==> src/rtl/line_video_out_if.sv <==
// Read-side bundle between the line sequencer, the ping-pong line buffer and
// the downstream video/host interface.
interface line_video_out_if #(
   parameter int DATA_W = 14
);
   logic              i_line_ready;
   logic              i_slow_mode;
   logic [DATA_W-1:0] i_buf_data;
   logic              o_bufer_change;
   logic              o_bufer_out_en;
   logic              o_low_speed_out;
   logic [9:0]        o_pix_out;
   logic [DATA_W-1:0] o_pix_data;
   logic              o_pix_valid;
   logic              o_line_valid;
   logic              o_frame_start;
   logic              o_frame_done;
   logic [9:0]        o_line_num;
   logic              o_overrun;

   modport master (
      input  i_line_ready, i_slow_mode, i_buf_data,
      output o_bufer_change, o_bufer_out_en, o_low_speed_out, o_pix_out,
             o_pix_data, o_pix_valid, o_line_valid, o_frame_start,
             o_frame_done, o_line_num, o_overrun
   );

   modport slave (
      output i_line_ready, i_slow_mode, i_buf_data,
      input  o_bufer_change, o_bufer_out_en, o_low_speed_out, o_pix_out,
             o_pix_data, o_pix_valid, o_line_valid, o_frame_start,
             o_frame_done, o_line_num, o_overrun
   );
endinterface

==> src/rtl/line_video_out.sv <==
// Output-domain read sequencer for the ping-pong line buffer: swaps halves on
// each completed line, drives fast or low-speed readout, emits a pixel stream.
module line_video_out #(
   parameter int DATA_W   = 14,
   parameter int PIX_ROW  = 640,
   parameter int ROWS     = 480,
   parameter int HBLANK   = 32,
   parameter int SLOW_DIV = 4
) (
   input logic               i_clk,
   input logic               i_rst_n,
   line_video_out_if.master  bus
);
   localparam int HOLD_W  = ($clog2(SLOW_DIV) > 3) ? $clog2(SLOW_DIV) : 3;
   localparam int BLANK_W = ($clog2(HBLANK) > 1) ? $clog2(HBLANK) : 1;

   localparam logic [1:0] S_IDLE  = 2'd0;
   localparam logic [1:0] S_SWAP  = 2'd1;
   localparam logic [1:0] S_LINE  = 2'd2;
   localparam logic [1:0] S_BLANK = 2'd3;

   logic [1:0]         r_state;
   logic               r_mode;
   logic               r_bufer_change;
   logic               r_en;
   logic               r_low_speed;
   logic [9:0]         r_pix_cnt;
   logic [HOLD_W-1:0]  r_hold;
   logic [BLANK_W-1:0] r_blank;
   logic [9:0]         r_line_num;
   logic               r_frame_done;
   logic               r_overrun;
   logic               r_en_fast_d1;
   logic               r_pix_valid;
   logic [DATA_W-1:0]  r_pix_data;
   logic               r_line_valid;
   logic               r_frame_start;
   logic [9:0]         r_vcnt;

   logic w_accept;
   logic w_pv_next;

   // Fast data arrives one cycle after the enable; slow data is ready at hold index 2.
   assign w_accept  = bus.i_line_ready && (r_state == S_IDLE);
   assign w_pv_next = r_en_fast_d1 ||
                      ((r_state == S_LINE) && r_low_speed && (r_hold == HOLD_W'(2)));

   always_ff @(posedge i_clk or negedge i_rst_n) begin
      if (!i_rst_n) begin
         r_state        <= S_IDLE;
         r_mode         <= 1'b0;
         r_bufer_change <= 1'b0;
         r_en           <= 1'b0;
         r_low_speed    <= 1'b0;
         r_pix_cnt      <= '0;
         r_hold         <= '0;
         r_blank        <= '0;
         r_line_num     <= '0;
         r_frame_done   <= 1'b0;
         r_overrun      <= 1'b0;
      end else begin
         r_frame_done <= 1'b0;
         if (bus.i_line_ready && (r_state != S_IDLE))
            r_overrun <= 1'b1;
         case (r_state)
            S_IDLE: begin
               if (bus.i_line_ready) begin
                  r_bufer_change <= ~r_bufer_change;
                  r_mode         <= bus.i_slow_mode;
                  r_state        <= S_SWAP;
               end
            end
            S_SWAP: begin
               r_state     <= S_LINE;
               r_en        <= 1'b1;
               r_low_speed <= r_mode;
               r_pix_cnt   <= '0;
               r_hold      <= '0;
            end
            S_LINE: begin
               if (!r_low_speed) begin
                  if (r_pix_cnt == 10'(PIX_ROW - 1)) begin
                     r_state   <= S_BLANK;
                     r_en      <= 1'b0;
                     r_pix_cnt <= '0;
                     r_blank   <= '0;
                  end else begin
                     r_pix_cnt <= r_pix_cnt + 10'd1;
                  end
               end else if (r_hold == HOLD_W'(SLOW_DIV - 1)) begin
                  r_hold <= '0;
                  if (r_pix_cnt == 10'(PIX_ROW - 1)) begin
                     r_state     <= S_BLANK;
                     r_en        <= 1'b0;
                     r_low_speed <= 1'b0;
                     r_pix_cnt   <= '0;
                     r_blank     <= '0;
                  end else begin
                     r_pix_cnt <= r_pix_cnt + 10'd1;
                  end
               end else begin
                  r_hold <= r_hold + HOLD_W'(1);
               end
            end
            S_BLANK: begin
               if (r_blank == BLANK_W'(HBLANK - 1)) begin
                  r_state <= S_IDLE;
                  if (r_line_num == 10'(ROWS - 1)) begin
                     r_line_num   <= '0;
                     r_frame_done <= 1'b1;
                  end else begin
                     r_line_num <= r_line_num + 10'd1;
                  end
               end else begin
                  r_blank <= r_blank + BLANK_W'(1);
               end
            end
            default: r_state <= S_IDLE;
         endcase
      end
   end

   // Pixel stream stage; r_vcnt counts emitted pixels so LINE_VALID can bridge slow gaps.
   always_ff @(posedge i_clk or negedge i_rst_n) begin
      if (!i_rst_n) begin
         r_en_fast_d1  <= 1'b0;
         r_pix_valid   <= 1'b0;
         r_pix_data    <= '0;
         r_line_valid  <= 1'b0;
         r_frame_start <= 1'b0;
         r_vcnt        <= '0;
      end else begin
         r_en_fast_d1  <= r_en && !r_low_speed;
         r_pix_valid   <= w_pv_next;
         if (w_pv_next)
            r_pix_data <= bus.i_buf_data;
         r_frame_start <= w_pv_next && (r_vcnt == 10'd0) && (r_line_num == 10'd0);
         r_line_valid  <= w_pv_next || (r_line_valid && (r_vcnt != 10'(PIX_ROW)));
         if (w_accept)
            r_vcnt <= '0;
         else if (w_pv_next)
            r_vcnt <= r_vcnt + 10'd1;
      end
   end

   assign bus.o_bufer_change  = r_bufer_change;
   assign bus.o_bufer_out_en  = r_en;
   assign bus.o_low_speed_out = r_low_speed;
   assign bus.o_pix_out       = r_low_speed ? r_pix_cnt : 10'd0;
   assign bus.o_pix_data      = r_pix_data;
   assign bus.o_pix_valid     = r_pix_valid;
   assign bus.o_line_valid    = r_line_valid;
   assign bus.o_frame_start   = r_frame_start;
   assign bus.o_frame_done    = r_frame_done;
   assign bus.o_line_num      = r_line_num;
   assign bus.o_overrun       = r_overrun;
endmodule

==> src/flat_wrapper.sv <==
// flat-port wrapper written by rule: the top's interface ports become plain ports
module line_video_out_flat 
#(
   parameter int DATA_W   = 14,
   parameter int PIX_ROW  = 640,
   parameter int ROWS     = 480,
   parameter int HBLANK   = 32,
   parameter int SLOW_DIV = 4
)
  (i_clk, i_rst_n, bus_i_line_ready, bus_i_slow_mode, bus_i_buf_data, bus_o_bufer_change, bus_o_bufer_out_en, bus_o_low_speed_out, bus_o_pix_out, bus_o_pix_data, bus_o_pix_valid, bus_o_line_valid, bus_o_frame_start, bus_o_frame_done, bus_o_line_num, bus_o_overrun);
  line_video_out_if #(.DATA_W(DATA_W)) bus_i ();
  input logic i_clk;
  input logic i_rst_n;
  input wire logic [$bits(bus_i.i_line_ready)-1:0] bus_i_line_ready;
  input wire logic [$bits(bus_i.i_slow_mode)-1:0] bus_i_slow_mode;
  input wire logic [$bits(bus_i.i_buf_data)-1:0] bus_i_buf_data;
  output wire logic [$bits(bus_i.o_bufer_change)-1:0] bus_o_bufer_change;
  output wire logic [$bits(bus_i.o_bufer_out_en)-1:0] bus_o_bufer_out_en;
  output wire logic [$bits(bus_i.o_low_speed_out)-1:0] bus_o_low_speed_out;
  output wire logic [$bits(bus_i.o_pix_out)-1:0] bus_o_pix_out;
  output wire logic [$bits(bus_i.o_pix_data)-1:0] bus_o_pix_data;
  output wire logic [$bits(bus_i.o_pix_valid)-1:0] bus_o_pix_valid;
  output wire logic [$bits(bus_i.o_line_valid)-1:0] bus_o_line_valid;
  output wire logic [$bits(bus_i.o_frame_start)-1:0] bus_o_frame_start;
  output wire logic [$bits(bus_i.o_frame_done)-1:0] bus_o_frame_done;
  output wire logic [$bits(bus_i.o_line_num)-1:0] bus_o_line_num;
  output wire logic [$bits(bus_i.o_overrun)-1:0] bus_o_overrun;
  assign bus_i.i_line_ready = bus_i_line_ready;
  assign bus_i.i_slow_mode = bus_i_slow_mode;
  assign bus_i.i_buf_data = bus_i_buf_data;
  assign bus_o_bufer_change = bus_i.o_bufer_change;
  assign bus_o_bufer_out_en = bus_i.o_bufer_out_en;
  assign bus_o_low_speed_out = bus_i.o_low_speed_out;
  assign bus_o_pix_out = bus_i.o_pix_out;
  assign bus_o_pix_data = bus_i.o_pix_data;
  assign bus_o_pix_valid = bus_i.o_pix_valid;
  assign bus_o_line_valid = bus_i.o_line_valid;
  assign bus_o_frame_start = bus_i.o_frame_start;
  assign bus_o_frame_done = bus_i.o_frame_done;
  assign bus_o_line_num = bus_i.o_line_num;
  assign bus_o_overrun = bus_i.o_overrun;
  line_video_out #(.DATA_W(DATA_W), .PIX_ROW(PIX_ROW), .ROWS(ROWS), .HBLANK(HBLANK), .SLOW_DIV(SLOW_DIV)) u_core (.i_clk(i_clk), .i_rst_n(i_rst_n), .bus(bus_i));
endmodule
==> config.mk <==
export PLATFORM = sky130hd
export DESIGN_NAME = line_video_out_flat
export DESIGN_NICKNAME = d
export VERILOG_FILES = /design/src/rtl/line_video_out_if.sv /design/src/rtl/line_video_out.sv /design/src/flat_wrapper.sv
export SDC_FILE = /design/constraint.sdc
export NUM_CORES = 1
export LEC_CHECK = 0
export CORE_MARGIN = 8
export CORE_UTILIZATION = 52
export DETAILED_ROUTE_END_ITERATION = 16
export GPL_TIMING_DRIVEN = 0
export PLACE_DENSITY = 0.8
export SYNTH_ARGS = -nofsm -noshare
export SYNTH_HDL_FRONTEND = slang
export SYNTH_SLANG_ARGS = --single-unit
==> constraint.sdc <==
create_clock -name i_clk -period 2.8 [get_ports i_clk]
set_clock_uncertainty 0.1 [all_clocks]
set_input_delay 0.56 -clock i_clk [delete_from_list [all_inputs] [get_ports i_clk]]
set_output_delay 0.56 -clock i_clk [all_outputs]
set_load 0.01 [all_outputs]
==> impl_metrics.py <==
metrics = {
    "logic_synthesis": {
        "seq_area_frac_synth_pct": 50.3,
        "synth_flop_cell": "dfrtp_1",
        "syn-num-nets": 340,
        "synth_cells": 308,
        "syn_area_per_cell_um2": 10.3,
        "ys_ff_latch": 64,
        "synth_area_um2": 3180,
        "synth_cell_types": 45,
        "synth-edff-count": 0,
        "async_flop_share_pct": 100,
        "yosys_warnings": 0,
    },
    "global_routing": {
        "grt_pass1_vias": 2497,
        "grt_usage_pct": 15.9,
        "grt_use_met1_pct": 18.6,
        "grt_busiest_layer": "met2",
        "use_met2_pct": 26.5,
        "grt_pass1_wl_mm": 11.4,
        "grt_max_degree": 65,
        "met3_usage_pct": 4.24,
        "overflow": 0,
        "antenna_found_initial": 0,
    },
    "clock_tree": {
        "post_cts_buffers": 0,
        "clkTransAtPathRegs_ns": 0.06,
        "cts_hold_buf": 0,
        "cts-root-buf": "clkbuf_8",
        "clockBufferDepth": 2,
        "clock_latency_ns": 0.33,
        "h-tree-depth": 3,
        "cts_buffers": 9,
        "cts_resized": 0,
        "cts_tree": "yes",
        "numClockSinks": 64,
    },
    "setup_path": {
        "critPathMaxFanout": 10,
        "worstPathRequired_ns": 2.14,
        "crit-reg2reg-capture": "u_core.bus.o_pix_data[10]",
        "crit-reg2reg-launch": "u_core.r_state[0]",
        "crit_type": "register to primary output",
        "critical_path.startpoint_type": "register",
        "end_kind": "primary output",
        "max_stage_delay_ns": 0.54,
        "crit_slowest_cell": "clkdlybuf4s50_1",
        "cp_data_arrival_time_ns": 1.84,
        "rr_worst_depth": 7,
        "reg2reg_slack_ns": 0.49,
        "crit_chain": "clkbuf_1 > and2_1 > clkdlybuf4s50_1",
    },
    "final_layout": {
        "design_area_um2": 4010,
        "final_common_cell": "dfrtp_1",
        "fin_util_pct": 67.8,
        "final_nets": 410,
        "diodes": 0,
        "drive_above_1_share_pct": 9.23,
        "nFillCells": 466,
        "mostFrequentLayoutCells": "dfrtp_1, clkdlybuf4s50_1, nand2_1",
        "synthToLayoutAreaGrowth_pct": 26.1,
        "stdcell_count": 454,
    },
    "sta": {
        "slew_headroom_pct": 47.6,
        "finalSetupViolCount": 0,
        "fin_crit_ns": 2.50,
        "max_freq_mhz": 401,
        "tightest_slew_ns": 0.786,
        "whs_ns": 0.214,
        "final.period_utilization_pct": 89.2,
        "rsz0062_at_grt": "false",
        "slew_viol_final": 0,
        "finalHoldViolCount": 0,
        "tns_ns": 0,
    },
    "detailed_routing": {
        "dr.first_iter.drc_count": 100,
        "ant_nets": 0,
        "drc": 0,
        "vias": 2536,
        "wl_per_cell_um": 15.2,
        "via_per_inst": 5.59,
        "drt_wl_total_mm": 6.90,
        "dr.pass1.iters": 4,
    },
    "power": {
        "powerDensity_nw_per_um2": 411,
        "peakVddDrop_uv": 302,
        "p_leak_nw": 1.73,
    },
    "placed_design": {
        "placed_cell_area_um2": 3870,
        "portBuffers": 59,
        "dp_cells": 442,
        "hpwl_mm": 4.99,
        "gp_congestion": 0.814,
    },
    "floorplan": {
        "die_area_um2": 8880,
        "core-area_um2": 5920,
        "start_util_pct": 53.8,
        "top_level_ports": 60,
        "die_h_um": 94.3,
        "num_rows": 28,
        "die_w_um": 94.3,
    },
    "job": {
        "max_cap_viol_count": 0,
    },
    "outcome": {
        "outcome": "completed",
    },
    "min_path": {
        "hold_class": "input pin to asynchronous set/reset pin",
    },
}
==> cell type report <==
type	count	area (um^2)	share of cell area [%]
timing repair buffer	59	588	14.7
clock inverter	2	10.0	0.249
inverter	19	71.3	1.78
tap	75	93.8	2.34
buffer	9	55.1	1.37
sequential	64	1600	39.9
clock buffer	10	138	3.43
multi-input combinational	216	1460	36.3
==> metrics by stage <==
step | power [mW] | setup WS [ns]
finish | 1.65 | 0.304
global route | 1.72 | 0.165
CTS | 1.67 | 0.271
detailed placement | 1.04 | 0.494
global placement | 1.04 | -0.983
floorplan | 0.971 | 0.761
==> Yosys cell counts (4+ instances only) <==
cell type	number	area share, %
inv_1	19	2.2
o31ai_1	4	0.94
clkbuf_1	4	0.47
o211ai_1	5	1.2
ha_1	14	5.5
o2111ai_1	4	1.1
a21oi_1	9	1.4
mux2_2	14	5.0
nand3_1	9	1.4
xor2_1	9	2.5
and2_1	13	2.6
xnor2_1	8	2.2
o21ai_0	26	4.1
nand2_1	27	3.2
nor2_1	21	2.5
nand4_1	9	1.8
and3_1	6	1.2
dfrtp_1	64	50
==> routing by layer <==
| layer | up-vias | part of all wire, % |
|---|---|---|
| met5 | - | 0 |
| met4 | 0 | 1.7 |
| met3 | 10 | 7.4 |
| met2 | 73 | 48 |
| met1 | 1226 | 43 |
| li1 | 1227 | - |
==> worst max path at each step <==
stage                                     from  cells after the start                         to
floorplan                    u_core.r_state[0]                      7  u_core.bus.o_pix_data[10]
global placement                       i_rst_n                      1   u_core.bus.o_pix_data[2]
detailed placement           u_core.r_state[0]                      7  u_core.bus.o_pix_data[10]
CTS                 u_core.bus.o_low_speed_out                      3           bus_o_pix_out[8]
global route        u_core.bus.o_low_speed_out                      3           bus_o_pix_out[2]
finish              u_core.bus.o_low_speed_out                      3           bus_o_pix_out[8]
==> flip-flops by register name, indices dropped and copies added, names as in the netlist, 2 cells and up <==
name / count
u_core.r_blank: 5
u_core.r_pix_cnt: 10
u_core.r_vcnt: 10
u_core.bus.o_pix_data: 14
u_core.r_hold: 3
u_core.r_state: 2
u_core.bus.o_line_num: 10
==> power by group <==
part           leakage (nW)  switching [mW]  internal [mW]
logic                 0.864          0.0327         0.0445
registers             0.785         0.00465          0.935
clock network        0.0797           0.312          0.322
==> worst max-delay path: cells and delay by family (launching register included) <==
family	cells	cell delay, ns
simple gates	1	0.19
buf+inv	2	0.85
flops	1	0.48
==> cells by family (layout without fill, tap and decap cells) <==
logic type | after synthesis | count (layout) | synth area share [%]
multiplexers | 16 | 16 | 5.58
AND/OR/NAND/NOR | 108 | 108 | 18.1
XOR/XNOR | 17 | 17 | 4.68
flip-flops | 64 | 64 | 50.3
AO/OA/AOI/OAI | 61 | 61 | 11.9
buffers and inverters | 28 | 99 | 3.97
adder cells (fa/ha/maj) | 14 | 14 | 5.50
(Power assumes the default switching activity.)
